==> src/rtl/fpu_poly_evaluator_pkg.sv <==
// Shared FPU definitions for the polynomial evaluator: polynomial ids,
// coefficient counts, sequencer state encoding and the default quiet NaN.
package fpu_poly_evaluator_pkg;

    localparam int FP_W = 80;

    localparam logic [3:0] POLY_F2XM1 = 4'd0;
    localparam logic [3:0] POLY_LOG2  = 4'd1;

    localparam logic [3:0] F2XM1_NCOEF = 4'd6;
    localparam logic [3:0] LOG2_NCOEF  = 4'd8;

    localparam logic OP_MUL = 1'b0;
    localparam logic OP_ADD = 1'b1;

    localparam logic [FP_W-1:0] FP80_DEFAULT_QNAN = 80'h7FFF_C000000000000000;

    typedef enum logic [3:0] {
        IDLE,
        LOAD,
        MUL_REQ,
        MUL_WAIT,
        ADD_REQ,
        ADD_WAIT,
        FIN_REQ,
        FIN_WAIT,
        DONE
    } poly_state_t;

    function automatic logic [3:0] coeff_count(input logic [3:0] sel);
        return (sel == POLY_LOG2) ? LOG2_NCOEF : F2XM1_NCOEF;
    endfunction

endpackage

==> src/rtl/fpu_poly_evaluator.sv <==
// Horner-scheme polynomial sequencer: walks an external coefficient ROM and
// drives an external FP80 multiply/add unit, one operation at a time.
module fpu_poly_evaluator
    import fpu_poly_evaluator_pkg::*;
(
    input  logic        clk,
    input  logic        reset_n,
    input  logic        start,
    input  logic [3:0]  poly_select,
    input  logic [79:0] x_in,
    output logic [3:0]  rom_poly_select,
    output logic [3:0]  rom_coeff_index,
    input  logic [79:0] rom_coefficient,
    output logic        arith_req,
    output logic        arith_op,
    output logic [79:0] arith_a,
    output logic [79:0] arith_b,
    input  logic        arith_done,
    input  logic [79:0] arith_result,
    input  logic        arith_invalid,
    output logic        busy,
    output logic        done,
    output logic        error,
    output logic [79:0] result
);

    poly_state_t state;
    logic [3:0]  sel_q;
    logic [3:0]  index;
    logic [79:0] x_q;
    logic [79:0] acc;

    assign rom_poly_select = sel_q;
    assign rom_coeff_index = index;

    // Each request is registered on entry to its *_REQ state so arith_req is
    // high exactly during that state and the operands stay put until done.
    always_ff @(posedge clk) begin
        if (!reset_n) begin
            state     <= IDLE;
            sel_q     <= '0;
            x_q       <= '0;
            acc       <= '0;
            index     <= '0;
            busy      <= 1'b0;
            done      <= 1'b0;
            error     <= 1'b0;
            result    <= '0;
            arith_req <= 1'b0;
            arith_op  <= OP_MUL;
            arith_a   <= '0;
            arith_b   <= '0;
        end else begin
            done      <= 1'b0;
            arith_req <= 1'b0;
            unique case (state)
                IDLE: begin
                    if (start) begin
                        sel_q <= poly_select;
                        x_q   <= x_in;
                        busy  <= 1'b1;
                        if (poly_select > POLY_LOG2) begin
                            acc   <= '0;
                            error <= 1'b1;
                            state <= DONE;
                        end else begin
                            error <= 1'b0;
                            index <= coeff_count(poly_select) - 4'd1;
                            state <= LOAD;
                        end
                    end
                end
                LOAD: begin
                    acc       <= rom_coefficient;
                    index     <= index - 4'd1;
                    arith_req <= 1'b1;
                    arith_op  <= OP_MUL;
                    arith_a   <= rom_coefficient;
                    arith_b   <= x_q;
                    state     <= MUL_REQ;
                end
                MUL_REQ: state <= MUL_WAIT;
                ADD_REQ: state <= ADD_WAIT;
                FIN_REQ: state <= FIN_WAIT;
                MUL_WAIT: begin
                    if (arith_done) begin
                        if (arith_invalid) begin
                            acc   <= FP80_DEFAULT_QNAN;
                            error <= 1'b1;
                            state <= DONE;
                        end else begin
                            acc       <= arith_result;
                            arith_req <= 1'b1;
                            arith_op  <= OP_ADD;
                            arith_a   <= arith_result;
                            arith_b   <= rom_coefficient;
                            state     <= ADD_REQ;
                        end
                    end
                end
                ADD_WAIT: begin
                    if (arith_done) begin
                        if (arith_invalid) begin
                            acc   <= FP80_DEFAULT_QNAN;
                            error <= 1'b1;
                            state <= DONE;
                        end else begin
                            acc       <= arith_result;
                            arith_req <= 1'b1;
                            arith_op  <= OP_MUL;
                            arith_a   <= arith_result;
                            arith_b   <= x_q;
                            if (index != 4'd0) begin
                                index <= index - 4'd1;
                                state <= MUL_REQ;
                            end else begin
                                state <= FIN_REQ;
                            end
                        end
                    end
                end
                FIN_WAIT: begin
                    if (arith_done) begin
                        if (arith_invalid) begin
                            acc   <= FP80_DEFAULT_QNAN;
                            error <= 1'b1;
                        end else begin
                            acc <= arith_result;
                        end
                        state <= DONE;
                    end
                end
                DONE: begin
                    done   <= 1'b1;
                    busy   <= 1'b0;
                    result <= acc;
                    state  <= IDLE;
                end
                default: state <= IDLE;
            endcase
        end
    end

endmodule
==> config.mk <==
export PLATFORM = sky130hd
export DESIGN_NAME = fpu_poly_evaluator
export DESIGN_NICKNAME = d
export VERILOG_FILES = /design/src/rtl/fpu_poly_evaluator_pkg.sv /design/src/rtl/fpu_poly_evaluator.sv
export SDC_FILE = /design/constraint.sdc
export NUM_CORES = 1
export LEC_CHECK = 0
export ABC_AREA = 0
export CELL_PAD_IN_SITES_DETAIL_PLACEMENT = 1
export CELL_PAD_IN_SITES_GLOBAL_PLACEMENT = 2
export CORE_UTILIZATION = 26
export CTS_BUF_LIST = sky130_fd_sc_hd__clkbuf_2
export DETAILED_ROUTE_END_ITERATION = 10
export MAX_ROUTING_LAYER = met4
export PLACE_DENSITY = 0.77
export SKIP_CTS_REPAIR_TIMING = 1
export SLEW_MARGIN = 10
export SYNTH_ARGS = -nofsm -noshare
export SYNTH_HDL_FRONTEND = slang
export SYNTH_SLANG_ARGS = --single-unit
==> constraint.sdc <==
create_clock -name clk -period 2.1 [get_ports clk]
set_clock_uncertainty 0.2 [all_clocks]
set_input_delay 0.42 -clock clk [delete_from_list [all_inputs] [get_ports clk]]
set_output_delay 0.42 -clock clk [all_outputs]
set_load 0.05 [all_outputs]
==> flow_summary.ini <==
[status]
outcome = finished with violations
failed_checks = setup timing

[cts]
clock_insertion_delay_worst_skew_ps = 1170
cts_root_buffer = sky130_fd_sc_hd__clkbuf_2
tritoncts = done
cts_h_tree_depth = 3
cts_num_sinks = 417
clock_tree.buffer_depth = 3
clock_input_transition_at_the_sequential_cells_of_the_worst_setup_and_hold_paths_ps = 120
cts-buffers-inserted = 113

[placed_design]
place_congestion = 0.8122
place_area_um2 = 24150
port_buffers = 501
place_inst = 3477
dpl.hpwl_um = 54960

[sta]
hold_viol = 0
clock.fmax_mhz = 428.9
worst_hold_slack_ps = 102.1
rsz_0062_raised_after_global_routing = yes
worstMarginPinSlew_ps = 686.7
fin_crit_ps = 2332
finalCritPeriodShare = 1.110
final-setup-viol-count = 266
setup_tns_ps = -39020
timing.slew.headroom = 0.5422
finalWorstSetupSlack_ps = -231.7
slew_viol_final = 0

[logic_synthesis]
synth.net_count = 2402
synthXorXnorAreaFrac = 0.0004835
synthCells = 2152
yosysWarningCount = 0
synth.ff_latch_count = 417
post-synth-top-count-cell = sky130_fd_sc_hd__nand2_1
synth-seq-area-share = 0.4609
syn-cell-area_um2 = 18110
synth_enable_flop_cells = 0
async_flop_share = 0
postSynth.topFlopCell = sky130_fd_sc_hd__dfxtp_1
synth_largest_type_area_fraction = 0.4609
main_combinational_cell_family_by_area_after_synthesis = compound AO/OA/AOI/OAI gates
post_synth_top_area_cell = sky130_fd_sc_hd__dfxtp_1
synth_simple_gate_area_share = 0.1781
synth-adder-area-share = 0.001865
post_synth_most_frequent_cells = sky130_fd_sc_hd__nand2_1 (575), sky130_fd_sc_hd__dfxtp_1 (417), sky130_fd_sc_hd__a21oi_1 (411)
netlist-cell-type-count = 50
synth-compound-area-share = 0.2594
synth.area.top_cells = sky130_fd_sc_hd__dfxtp_1 (46%), sky130_fd_sc_hd__nand2_1 (12%), sky130_fd_sc_hd__a21oi_1 (11%), sky130_fd_sc_hd__a211oi_2 (5.7%), sky130_fd_sc_hd__mux2i_1 (4.4%)
synth.mux.area_fraction = 0.04421
syn-mean-instance-area_um2 = 8.417

[floorplanning]
floorplan.die_area_um2 = 70730
io_pins = 502
floorplan.die.height_um = 265.9
floorplan_die_width_um = 265.9
placement_rows = 96
core_outline_area_um2 = 68710
floorplan.initialDensity = 0.2636

[setup_path]
timing.critical_path.from = result[63]
cp_launch_type = register
worst_path_largest_cell_delay_ps = 380
path_cells = buf_8
end_kind = primary output
worst-path-buf-inv = 1
worstSetupPathType = register to primary output
r2r_slack_ps = -30
critical_path_peak_fanout = 2
worstSetupPathDepth = 1
critical_path.endpoint = result[63]
cpMaxStageDelayCell = sky130_fd_sc_hd__dfxtp_2
worst_ep_arrival_time_ps = 1710
cp.required_ps = 1480
reg2reg_to = arith_a[75]
reg2reg_from = state[0]
timing.critical_path.max_delay_family = flip-flops
rr_worst_depth = 7

[detailed_routing]
final_antenna_net_count = 0
final_routed_wire_length_divided_by_cell_count_um = 22.97
route.detailed.drc = 0
detail_route.iter0.violations = 1119
detailedRoute.firstPassIterationCount = 5
route.vias.total = 20350
detail_route.vias_per_cell = 5.061
route.final.wire_length_um = 92380

[global_routing]
grt.overflow.total = 0
grt_pass1_vias = 19330
global_route.usage.total = 0.2251
grt_max_degree = 70
grt_first_pass_wirelength_um = 118800
number_of_antenna_violations_at_the_first_check_in_global_routing = 11

[cells_and_area]
design.final.nets = 3243
post_synthesis_to_final_layout_area_growth_pct = 70.54
finalCoreUtilization = 0.4496
final_area_um2 = 30890
final_cells = 4021
drive_gt1_frac = 0.3277
fillers = 7784

[flow_run]
cap_viol_max_count = 0

[min_path]
hold_crit_class = input pin to register

[power_and_ir_drop]
power.leakage_nw = 11.54
p_per_area_nw_per_um2 = 607.3
max-vdd-ir-drop_mv = 0.3787
-- sequential cells by signal, indices dropped and copies added, names as in the netlist --
| register | count |
|---|---|
| arith_req | 1 |
| x_q | 80 |
| state | 4 |
| busy | 1 |
| acc | 80 |
| arith_op | 1 |
| arith_b | 80 |
| rom_poly_select | 4 |
| error | 1 |
| arith_a | 80 |
| done | 1 |
| rom_coeff_index | 4 |
| result | 80 |
-- report_power, final --
part | switching [mW] | internal [mW]
Combinational | 2.36 | 1.92
Clock | 3.74 | 2.25
Sequential | 0.253 | 8.23
Total | 6.36 | 12.4
-- worst register-to-register path, cell delays in order, from the launching register on --
cell and delay [ps]:
sky130_fd_sc_hd__dfxtp_4 410, sky130_fd_sc_hd__buf_4 140, sky130_fd_sc_hd__nor2b_4 260, sky130_fd_sc_hd__and2_4 240
sky130_fd_sc_hd__buf_12 130, sky130_fd_sc_hd__clkbuf_16 190, sky130_fd_sc_hd__nand2_1 90, sky130_fd_sc_hd__a311oi_1 370
-- routing by layer --
layer | routed length [um] | up-vias | GRT usage
li1 | - | 9265 | -
met1 | 36840 | 10160 | 0.2583
met2 | 46390 | 701 | 0.3832
met3 | 5429 | 225 | 0.05407
met4 | 3712 | 0 | 0.07456
met5 | 0 | - | -
-- per-stage QoR --
step,worst slack (ps),total power [mW]
4_1_cts,-1059,18.00
3_5_place_dp,-482.0,11.96
6_report,-231.7,18.76
3_3_place_gp,-429.2,11.90
5_1_grt,-356.7,19.67
2_1_floorplan,47.55,10.30
-- cell usage in the layout, fill, tap and decap left out, drive strengths merged, types with 2 or more instances in the layout --
cell and n:
and2 65, a211oi 83, nor3 6, o21ai 4
maj3 2, nor4 2, a221oi 2, o21a 63
or3 20, or2 3, dlygate4sd3 249, nor2b 3
nand3 65, buf 428, a221o 2, inv 6
clkinv 32, mux2i 80, nor2 11, a311oi 81
a21oi 411, nor3b 2, o2111ai 18, a22oi 2
clkdlybuf4s50 247, diode 11, clkbuf 179, nand2b 3
nand2 575, and3 3, dfxtp 417
-- worst min-delay path by stage --
stage          startpoint                  to  slack, ps  cells past startpoint
2_1_floorplan      acc[0]           result[0]        230                      2
3_3_place_gp      acc[44]          result[44]        230                      2
3_5_place_dp      acc[10]          result[10]        240                      2
4_1_cts           reset_n  rom_coeff_index[2]       -710                      3
5_1_grt           reset_n  rom_coeff_index[3]         -1                      4
6_report          reset_n  rom_coeff_index[3]        100                      4
-- cell type report --
| type | instances | area (um2) | area share |
|---|---|---|---|
| repair buffers | 937 | 11010 | 0.3565 |
| multi-input cells | 1519 | 8925 | 0.2889 |
| flip-flops and latches | 417 | 8725 | 0.2824 |
| well taps | 931 | 1165 | 0.03771 |
| clock buffers | 166 | 830.8 | 0.02689 |
| clock inverters | 35 | 180.2 | 0.005833 |
| diodes | 11 | 27.53 | 0.0008911 |
| inverters | 5 | 26.28 | 0.0008506 |
-- cell families (layout without fill, tap and decap cells) --
| family | count (synthesis) | after routing |
|---|---|---|
| xor+xnor | 1 | 1 |
| flops | 417 | 417 |
| other cells | 0 | 11 |
| mux | 80 | 80 |
| simple gates | 761 | 762 |
| compound gates | 673 | 673 |
| fa+ha+maj | 3 | 3 |
| buf+inv | 217 | 1143 |
No activity file was read; power rests on OpenSTA's default activity.
